File: src/rtl/phase_measure_sequencer_if.sv
// Handshake bundle shared by the phase-measure sequencer, the measurement
// block (request/response) and the dprintf request path.
interface phase_measure_sequencer_if;
   logic        measure_request__valid;
   logic        measure_response__valid;
   logic        measure_response__abort;
   logic        measure_response__initial_value;
   logic [8:0]  measure_response__delay;
   logic [8:0]  measure_response__initial_delay;
   logic        dprintf_req__valid;
   logic [15:0] dprintf_req__address;
   logic [63:0] dprintf_req__data_0;
   logic [63:0] dprintf_req__data_1;
   logic [63:0] dprintf_req__data_2;
   logic [63:0] dprintf_req__data_3;
   logic        dprintf_ack;

   modport master (
      output measure_request__valid,
      input  measure_response__valid,
      input  measure_response__abort,
      input  measure_response__initial_value,
      input  measure_response__delay,
      input  measure_response__initial_delay,
      output dprintf_req__valid,
      output dprintf_req__address,
      output dprintf_req__data_0,
      output dprintf_req__data_1,
      output dprintf_req__data_2,
      output dprintf_req__data_3,
      input  dprintf_ack
   );

   modport slave (
      input  measure_request__valid,
      output measure_response__valid,
      output measure_response__abort,
      output measure_response__initial_value,
      output measure_response__delay,
      output measure_response__initial_delay,
      input  dprintf_req__valid,
      input  dprintf_req__address,
      input  dprintf_req__data_0,
      input  dprintf_req__data_1,
      input  dprintf_req__data_2,
      input  dprintf_req__data_3,
      output dprintf_ack
   );
endinterface

File: src/rtl/phase_measure_sequencer.sv
// Runs rounds of phase measurements, reduces each round to min/max/sum/abort/
// timeout statistics and reports the round as one dprintf request.
module phase_measure_sequencer #(
   parameter int unsigned NUM_SAMPLES     = 16,
   parameter int unsigned INTERVAL        = 1000000,
   parameter int unsigned TIMEOUT         = 4096,
   parameter logic [15:0] DPRINTF_ADDRESS = 16'd80
) (
   input  logic clk,
   input  logic reset,
   input  logic enable,
   output logic busy,
   phase_measure_sequencer_if.master bus
);
   localparam logic [15:0] NUM_SAMPLES_C = 16'(NUM_SAMPLES);
   localparam logic [31:0] INTERVAL_M1_C = 32'(INTERVAL - 32'd1);
   localparam logic [31:0] TIMEOUT_M1_C  = 32'(TIMEOUT - 32'd1);
   localparam logic [63:0] DATA_0_RST_C  = 64'h01FF_0000_0000_0000;

   typedef enum logic [1:0] {
      ST_GAP    = 2'd0,
      ST_REQ    = 2'd1,
      ST_SPACE  = 2'd2,
      ST_REPORT = 2'd3
   } state_t;

   state_t      state_r;
   logic [31:0] gap_count_r;
   logic [31:0] timer_r;
   logic [15:0] slot_count_r;
   logic [8:0]  min_r;
   logic [8:0]  max_r;
   logic [31:0] sum_r;
   logic [15:0] ok_count_r;
   logic [7:0]  abort_count_r;
   logic [7:0]  timeout_count_r;
   logic [8:0]  last_initial_delay_r;
   logic        last_initial_value_r;
   logic [23:0] round_number_r;
   logic        request_r;
   logic        report_valid_r;
   logic        busy_r;
   logic [63:0] data_0_r;
   logic [63:0] data_1_r;
   logic [63:0] data_2_r;

   function automatic logic [7:0] sat_inc8(input logic [7:0] value);
      sat_inc8 = (value == 8'hFF) ? value : value + 8'd1;
   endfunction

   assign bus.measure_request__valid = request_r;
   assign bus.dprintf_req__valid     = report_valid_r;
   assign bus.dprintf_req__address   = DPRINTF_ADDRESS;
   assign bus.dprintf_req__data_0    = data_0_r;
   assign bus.dprintf_req__data_1    = data_1_r;
   assign bus.dprintf_req__data_2    = data_2_r;
   assign bus.dprintf_req__data_3    = 64'd0;
   assign busy                       = busy_r;

   // Round sequencer: state, statistics and all registered outputs.
   always_ff @(posedge clk) begin
      if (reset) begin
         state_r              <= ST_GAP;
         gap_count_r          <= 32'd0;
         timer_r              <= 32'd0;
         slot_count_r         <= 16'd0;
         min_r                <= 9'h1FF;
         max_r                <= 9'd0;
         sum_r                <= 32'd0;
         ok_count_r           <= 16'd0;
         abort_count_r        <= 8'd0;
         timeout_count_r      <= 8'd0;
         last_initial_delay_r <= 9'd0;
         last_initial_value_r <= 1'b0;
         round_number_r       <= 24'd0;
         request_r            <= 1'b0;
         report_valid_r       <= 1'b0;
         busy_r               <= 1'b0;
         data_0_r             <= DATA_0_RST_C;
         data_1_r             <= 64'd0;
         data_2_r             <= 64'd0;
      end else begin
         case (state_r)
            ST_GAP: begin
               if (gap_count_r != 32'd0) begin
                  gap_count_r <= gap_count_r - 32'd1;
               end else if (enable) begin
                  // Launch through one SPACE cycle so the first request
                  // rises one edge after enable is sampled.
                  slot_count_r         <= 16'd0;
                  timer_r              <= 32'd0;
                  min_r                <= 9'h1FF;
                  max_r                <= 9'd0;
                  sum_r                <= 32'd0;
                  ok_count_r           <= 16'd0;
                  abort_count_r        <= 8'd0;
                  timeout_count_r      <= 8'd0;
                  last_initial_delay_r <= 9'd0;
                  last_initial_value_r <= 1'b0;
                  busy_r               <= 1'b1;
                  state_r              <= ST_SPACE;
               end else begin
                  state_r <= ST_GAP;
               end
            end
            ST_REQ: begin
               if (bus.measure_response__valid) begin
                  if (bus.measure_response__abort) begin
                     abort_count_r <= sat_inc8(abort_count_r);
                  end else begin
                     ok_count_r <= ok_count_r + 16'd1;
                     sum_r      <= sum_r + {23'd0, bus.measure_response__delay};
                     if (bus.measure_response__delay < min_r) begin
                        min_r <= bus.measure_response__delay;
                     end
                     if (bus.measure_response__delay > max_r) begin
                        max_r <= bus.measure_response__delay;
                     end
                  end
                  last_initial_delay_r <= bus.measure_response__initial_delay;
                  last_initial_value_r <= bus.measure_response__initial_value;
                  slot_count_r         <= slot_count_r + 16'd1;
                  request_r            <= 1'b0;
                  state_r              <= ST_SPACE;
               end else if (timer_r == TIMEOUT_M1_C) begin
                  timeout_count_r <= sat_inc8(timeout_count_r);
                  slot_count_r    <= slot_count_r + 16'd1;
                  request_r       <= 1'b0;
                  state_r         <= ST_SPACE;
               end else begin
                  timer_r <= timer_r + 32'd1;
               end
            end
            ST_SPACE: begin
               timer_r <= 32'd0;
               if (slot_count_r == NUM_SAMPLES_C) begin
                  data_0_r       <= {7'h0, min_r, 7'h0, max_r, ok_count_r,
                                     abort_count_r, timeout_count_r};
                  data_1_r       <= {8'hFF, round_number_r, sum_r};
                  data_2_r       <= {46'h0, last_initial_value_r, 8'h0,
                                     last_initial_delay_r};
                  report_valid_r <= 1'b1;
                  state_r        <= ST_REPORT;
               end else begin
                  request_r <= 1'b1;
                  state_r   <= ST_REQ;
               end
            end
            ST_REPORT: begin
               if (bus.dprintf_ack) begin
                  report_valid_r <= 1'b0;
                  round_number_r <= round_number_r + 24'd1;
                  gap_count_r    <= INTERVAL_M1_C;
                  busy_r         <= 1'b0;
                  state_r        <= ST_GAP;
               end else begin
                  state_r <= ST_REPORT;
               end
            end
            default: begin
               request_r      <= 1'b0;
               report_valid_r <= 1'b0;
               busy_r         <= 1'b0;
               state_r        <= ST_GAP;
            end
         endcase
      end
   end
endmodule

File: src/flat_wrapper.sv
// flat-port wrapper written by rule: the top's interface ports become plain ports
module phase_measure_sequencer_flat 
#(
   parameter int unsigned NUM_SAMPLES     = 16,
   parameter int unsigned INTERVAL        = 1000000,
   parameter int unsigned TIMEOUT         = 4096,
   parameter logic [15:0] DPRINTF_ADDRESS = 16'd80
)
  (clk, reset, enable, busy, bus_measure_request__valid, bus_measure_response__valid, bus_measure_response__abort, bus_measure_response__initial_value, bus_measure_response__delay, bus_measure_response__initial_delay, bus_dprintf_req__valid, bus_dprintf_req__address, bus_dprintf_req__data_0, bus_dprintf_req__data_1, bus_dprintf_req__data_2, bus_dprintf_req__data_3, bus_dprintf_ack);
  phase_measure_sequencer_if bus_i ();
  input  logic clk;
  input  logic reset;
  input  logic enable;
  output logic busy;
  output wire logic [$bits(bus_i.measure_request__valid)-1:0] bus_measure_request__valid;
  input wire logic [$bits(bus_i.measure_response__valid)-1:0] bus_measure_response__valid;
  input wire logic [$bits(bus_i.measure_response__abort)-1:0] bus_measure_response__abort;
  input wire logic [$bits(bus_i.measure_response__initial_value)-1:0] bus_measure_response__initial_value;
  input wire logic [$bits(bus_i.measure_response__delay)-1:0] bus_measure_response__delay;
  input wire logic [$bits(bus_i.measure_response__initial_delay)-1:0] bus_measure_response__initial_delay;
  output wire logic [$bits(bus_i.dprintf_req__valid)-1:0] bus_dprintf_req__valid;
  output wire logic [$bits(bus_i.dprintf_req__address)-1:0] bus_dprintf_req__address;
  output wire logic [$bits(bus_i.dprintf_req__data_0)-1:0] bus_dprintf_req__data_0;
  output wire logic [$bits(bus_i.dprintf_req__data_1)-1:0] bus_dprintf_req__data_1;
  output wire logic [$bits(bus_i.dprintf_req__data_2)-1:0] bus_dprintf_req__data_2;
  output wire logic [$bits(bus_i.dprintf_req__data_3)-1:0] bus_dprintf_req__data_3;
  input wire logic [$bits(bus_i.dprintf_ack)-1:0] bus_dprintf_ack;
  assign bus_measure_request__valid = bus_i.measure_request__valid;
  assign bus_i.measure_response__valid = bus_measure_response__valid;
  assign bus_i.measure_response__abort = bus_measure_response__abort;
  assign bus_i.measure_response__initial_value = bus_measure_response__initial_value;
  assign bus_i.measure_response__delay = bus_measure_response__delay;
  assign bus_i.measure_response__initial_delay = bus_measure_response__initial_delay;
  assign bus_dprintf_req__valid = bus_i.dprintf_req__valid;
  assign bus_dprintf_req__address = bus_i.dprintf_req__address;
  assign bus_dprintf_req__data_0 = bus_i.dprintf_req__data_0;
  assign bus_dprintf_req__data_1 = bus_i.dprintf_req__data_1;
  assign bus_dprintf_req__data_2 = bus_i.dprintf_req__data_2;
  assign bus_dprintf_req__data_3 = bus_i.dprintf_req__data_3;
  assign bus_i.dprintf_ack = bus_dprintf_ack;
  phase_measure_sequencer #(.NUM_SAMPLES(NUM_SAMPLES), .INTERVAL(INTERVAL), .TIMEOUT(TIMEOUT), .DPRINTF_ADDRESS(DPRINTF_ADDRESS)) u_core (.clk(clk), .reset(reset), .enable(enable), .busy(busy), .bus(bus_i));
endmodule
File: config.mk
export PLATFORM = sky130hd
export DESIGN_NAME = phase_measure_sequencer_flat
export DESIGN_NICKNAME = d
export VERILOG_FILES = /design/src/rtl/phase_measure_sequencer_if.sv /design/src/rtl/phase_measure_sequencer.sv /design/src/flat_wrapper.sv
export SDC_FILE = /design/constraint.sdc
export NUM_CORES = 1
export LEC_CHECK = 0
export BUFFER_PORTS_ARGS = -buffer_cell sky130_fd_sc_hd__buf_2
export CAP_MARGIN = 20
export CORE_MARGIN = 5
export CORE_UTILIZATION = 30
export CTS_CLUSTER_DIAMETER = 40
export CTS_CLUSTER_SIZE = 14
export DETAILED_ROUTE_END_ITERATION = 8
export PLACE_DENSITY = 0.6
export REMOVE_ABC_BUFFERS = 1
export SYNTH_ARGS = -nofsm -noshare
export SYNTH_HDL_FRONTEND = slang
export SYNTH_SLANG_ARGS = --single-unit
File: constraint.sdc
create_clock -name clk -period 3.8 [get_ports clk]
set_clock_uncertainty 0.05 [all_clocks]
set_input_delay 0.57 -clock clk [delete_from_list [all_inputs] [get_ports clk]]
set_output_delay 0.57 -clock clk [all_outputs]
set_load 0.02 [all_outputs]
==> results_dict.tcl <==
set metrics [dict create \
    crit_fanout 39 \
    ys_ff_latch 318 \
    worst_ep_arrival_time_ns 3.83 \
    final_common_cell "nand2_1" \
    cts_resized 0 \
    cellLeakagePower_nw 7.19 \
    peakVddDrop_mv 0.332 \
    clk_pin_slew_ns 0.05 \
    synth_area_sq_um 15800 \
    finalNonFillerCells 2804 \
    holdBufCountCts 0 \
    hold_viol_final 0 \
    ant_nets 0 \
    drv_cap 0 \
    cp-start-kind "flip-flop" \
    hold_slack_ns 0.129 \
    dp_hpwl_um 28400 \
    wl_met2_um 20000 \
    routed_wl_um 41900 \
    drc 0 \
    min_path_type "in2reg" \
    reg2regPathDepth 7 \
    clock.fmax_mhz 297 \
    grt_max_degree 95 \
    clockRootBuffer "clkbuf_16" \
    post_drt_via_cell_ratio 4.98 \
    wl_met3_um 2710 \
    syn_area_per_cell_sq_um 8.09 \
    highest_layer "met5" \
    final_cell_mix "nand2_1, dfxtp_1, a21oi_1" \
    fin_area_sq_um 18800 \
    io_buffers 151 \
    dp.cells 2689 \
    wire_per_inst_um 14.9 \
    wl_met1_um 18100 \
    chipHeight_um 239 \
    cp.required_ns 4.26 \
    grt_pass1_vias 13128 \
    rsz0062_at_grt "false" \
    clock_sinks 318 \
    cts_tree "built" \
    path_class "reg2reg" \
    core_area_sq_um 52300 \
    rrSetupSlack_ns 0.43 \
    tightest_slew_ns 1.13 \
    ys_warn_count 0 \
    cts_setup_buffers 0 \
    status "finished, final reports clean" \
    antenna_found_initial 1 \
    grt_pass1_wl_um 66700 \
    p_per_area_nw_per_um2 588 \
    syn-instance-count 1952 \
    place.gp.congestion 0.818 \
    layout.nets 2125 \
    seq_area_frac_synth 0.403 \
    dr.pass1.iters 6 \
    ios 300 \
    htree_levels 2 \
    numCtsBuffers 61 \
    synth-async-reset-ratio 0 \
    die_w_um 239 \
    end_kind "flip-flop" \
    num_vias 13961 \
    ys_types 61 \
    slew_violations 0 \
    grt_usage 0.138 \
    placed_cell_area_sq_um 16600 \
    synth_ff_type "dfxtp_1" \
    grt_overflow_total 0 \
    fin_crit_ns 3.37 \
    synth_edf_count 0 \
    initial_utilization 0.302 \
    drive_above_1_share 0.149 \
    clockBufferDepth 3 \
    fin_crit_sh 0.887 \
    timing.slew.headroom 0.243 \
    area_growth_pct 19.3 \
    clock_latency_ns 0.61 \
    drt-initial-drc-count 717 \
    n_antenna_cell 0 \
    dieArea_sq_um 57300 \
    num_rows 84 \
    holdPathStages 2 \
    fillers 5439 \
    setup_violations 0 \
]
per-stage QoR:
stage	worst slack, ns	utilization	power [mW]	setup TNS (ns)
floorplan	-3.44	-	4.81	-337.50
global placement	0.553	0.317	5.32	0
detailed placement	0.476	0.317	5.36	0
CTS	0.439	0.360	11.2	0
global route	0.263	0.360	11.6	0
finish	0.429	0.360	11.1	0
kinds of logic after synthesis:
family / share of synthesized area
buf+inv: 0.115
flops: 0.403
fa+ha+maj: 0.0290
other cells: 0.000475
simple gates: 0.236
mux: 0.0286
xor+xnor: 0.0200
compound gates: 0.168
layout make-up:
cell class,count,area [sq um],area share
multi-input cells,1457,8200,0.435
inverters,47,176,0.00936
repair buffers,179,997,0.0529
flip-flops and latches,318,6370,0.338
well taps,688,861,0.0457
clock buffers,69,1620,0.0859
clock inverters,46,621,0.0329
power breakdown:
| part | internal (mW) | total (mW) | switching, mW |
|---|---|---|---|
| Clock | 3.70 | 5.76 | 2.05 |
| Sequential | 3.45 | 3.56 | 0.110 |
| Combinational | 0.526 | 1.77 | 1.24 |
worst max-delay path, cell delays in order, from the launching register on:
cell,delay [ns]
dfxtp_1,0.35
or4_1,0.65
or3_4,0.46
nor3_1,0.53
a21oi_2,0.13
buf_4,0.28
a2111oi_0,0.60
mux2i_1,0.24
state kept, by name, indices dropped and copies added (netlist names):
signal,cells
u_core.bus.dprintf_req__data_0,50
u_core.gap_count_r,32
u_core.slot_count_r,16
u_core.last_initial_value_r,1
u_core.last_initial_delay_r,9
u_core.timer_r,32
u_core.round_number_r,24
u_core.min_r,9
u_core.bus.dprintf_req__data_2,10
u_core.bus.dprintf_req__data_1,57
u_core.sum_r,32
u_core.bus.dprintf_req__valid,1
u_core.ok_count_r,16
u_core.bus.measure_request__valid,1
u_core.timeout_count_r,8
u_core.busy,1
u_core.abort_count_r,8
u_core.max_r,9
u_core.state_r,2
final timing paths:
check	startpoint	to
worst max-delay path	u_core.gap_count_r[12]	u_core.timer_r[25]
worst min-delay path	bus_measure_response__initial_delay[8]	u_core.last_initial_delay_r[8]
worst max register to register	u_core.gap_count_r[12]	u_core.timer_r[25]
worst min register to register	u_core.bus.dprintf_req__data_0[15]	u_core.bus.dprintf_req__data_0[15]
synth_stat cells (3+ instances only):
cell type | instances | area share
nor2b_1 | 5 | 0.0020
a21o_1 | 6 | 0.0029
a22o_1 | 10 | 0.0055
a211oi_1 | 15 | 0.0071
a311oi_1 | 3 | 0.0017
a21oi_1 | 228 | 0.072
ha_1 | 35 | 0.028
nor4_1 | 12 | 0.0048
o21ai_0 | 32 | 0.010
o211ai_1 | 17 | 0.0081
buf_4 | 158 | 0.075
mux2i_1 | 44 | 0.028
clkbuf_1 | 103 | 0.024
nand3_1 | 73 | 0.023
and3_1 | 19 | 0.0075
nand4_1 | 53 | 0.021
or4_1 | 47 | 0.022
buf_2 | 9 | 0.0029
buf_1 | 6 | 0.0014
o31ai_1 | 42 | 0.020
or3_1 | 27 | 0.011
nand2_1 | 345 | 0.082
xnor2_1 | 12 | 0.0067
a2111o_1 | 19 | 0.014
a31oi_1 | 9 | 0.0036
dfxtp_1 | 318 | 0.40
inv_1 | 46 | 0.011
and4_1 | 10 | 0.0055
and2_1 | 12 | 0.0048
xor2_1 | 24 | 0.013
o2111ai_1 | 17 | 0.0094
or2_2 | 6 | 0.0024
nor2_1 | 87 | 0.021
o21a_1 | 3 | 0.0014
nor3_1 | 31 | 0.0098
nand2b_1 | 32 | 0.013
routing by layer:
metal	up-vias	global-route usage
li1	6855	-
met1	6606	0.176
met2	409	0.233
met3	89	0.0305
met4	2	0.0437
met5	-	0
Note: power is estimated with default switching activity, not from simulation.
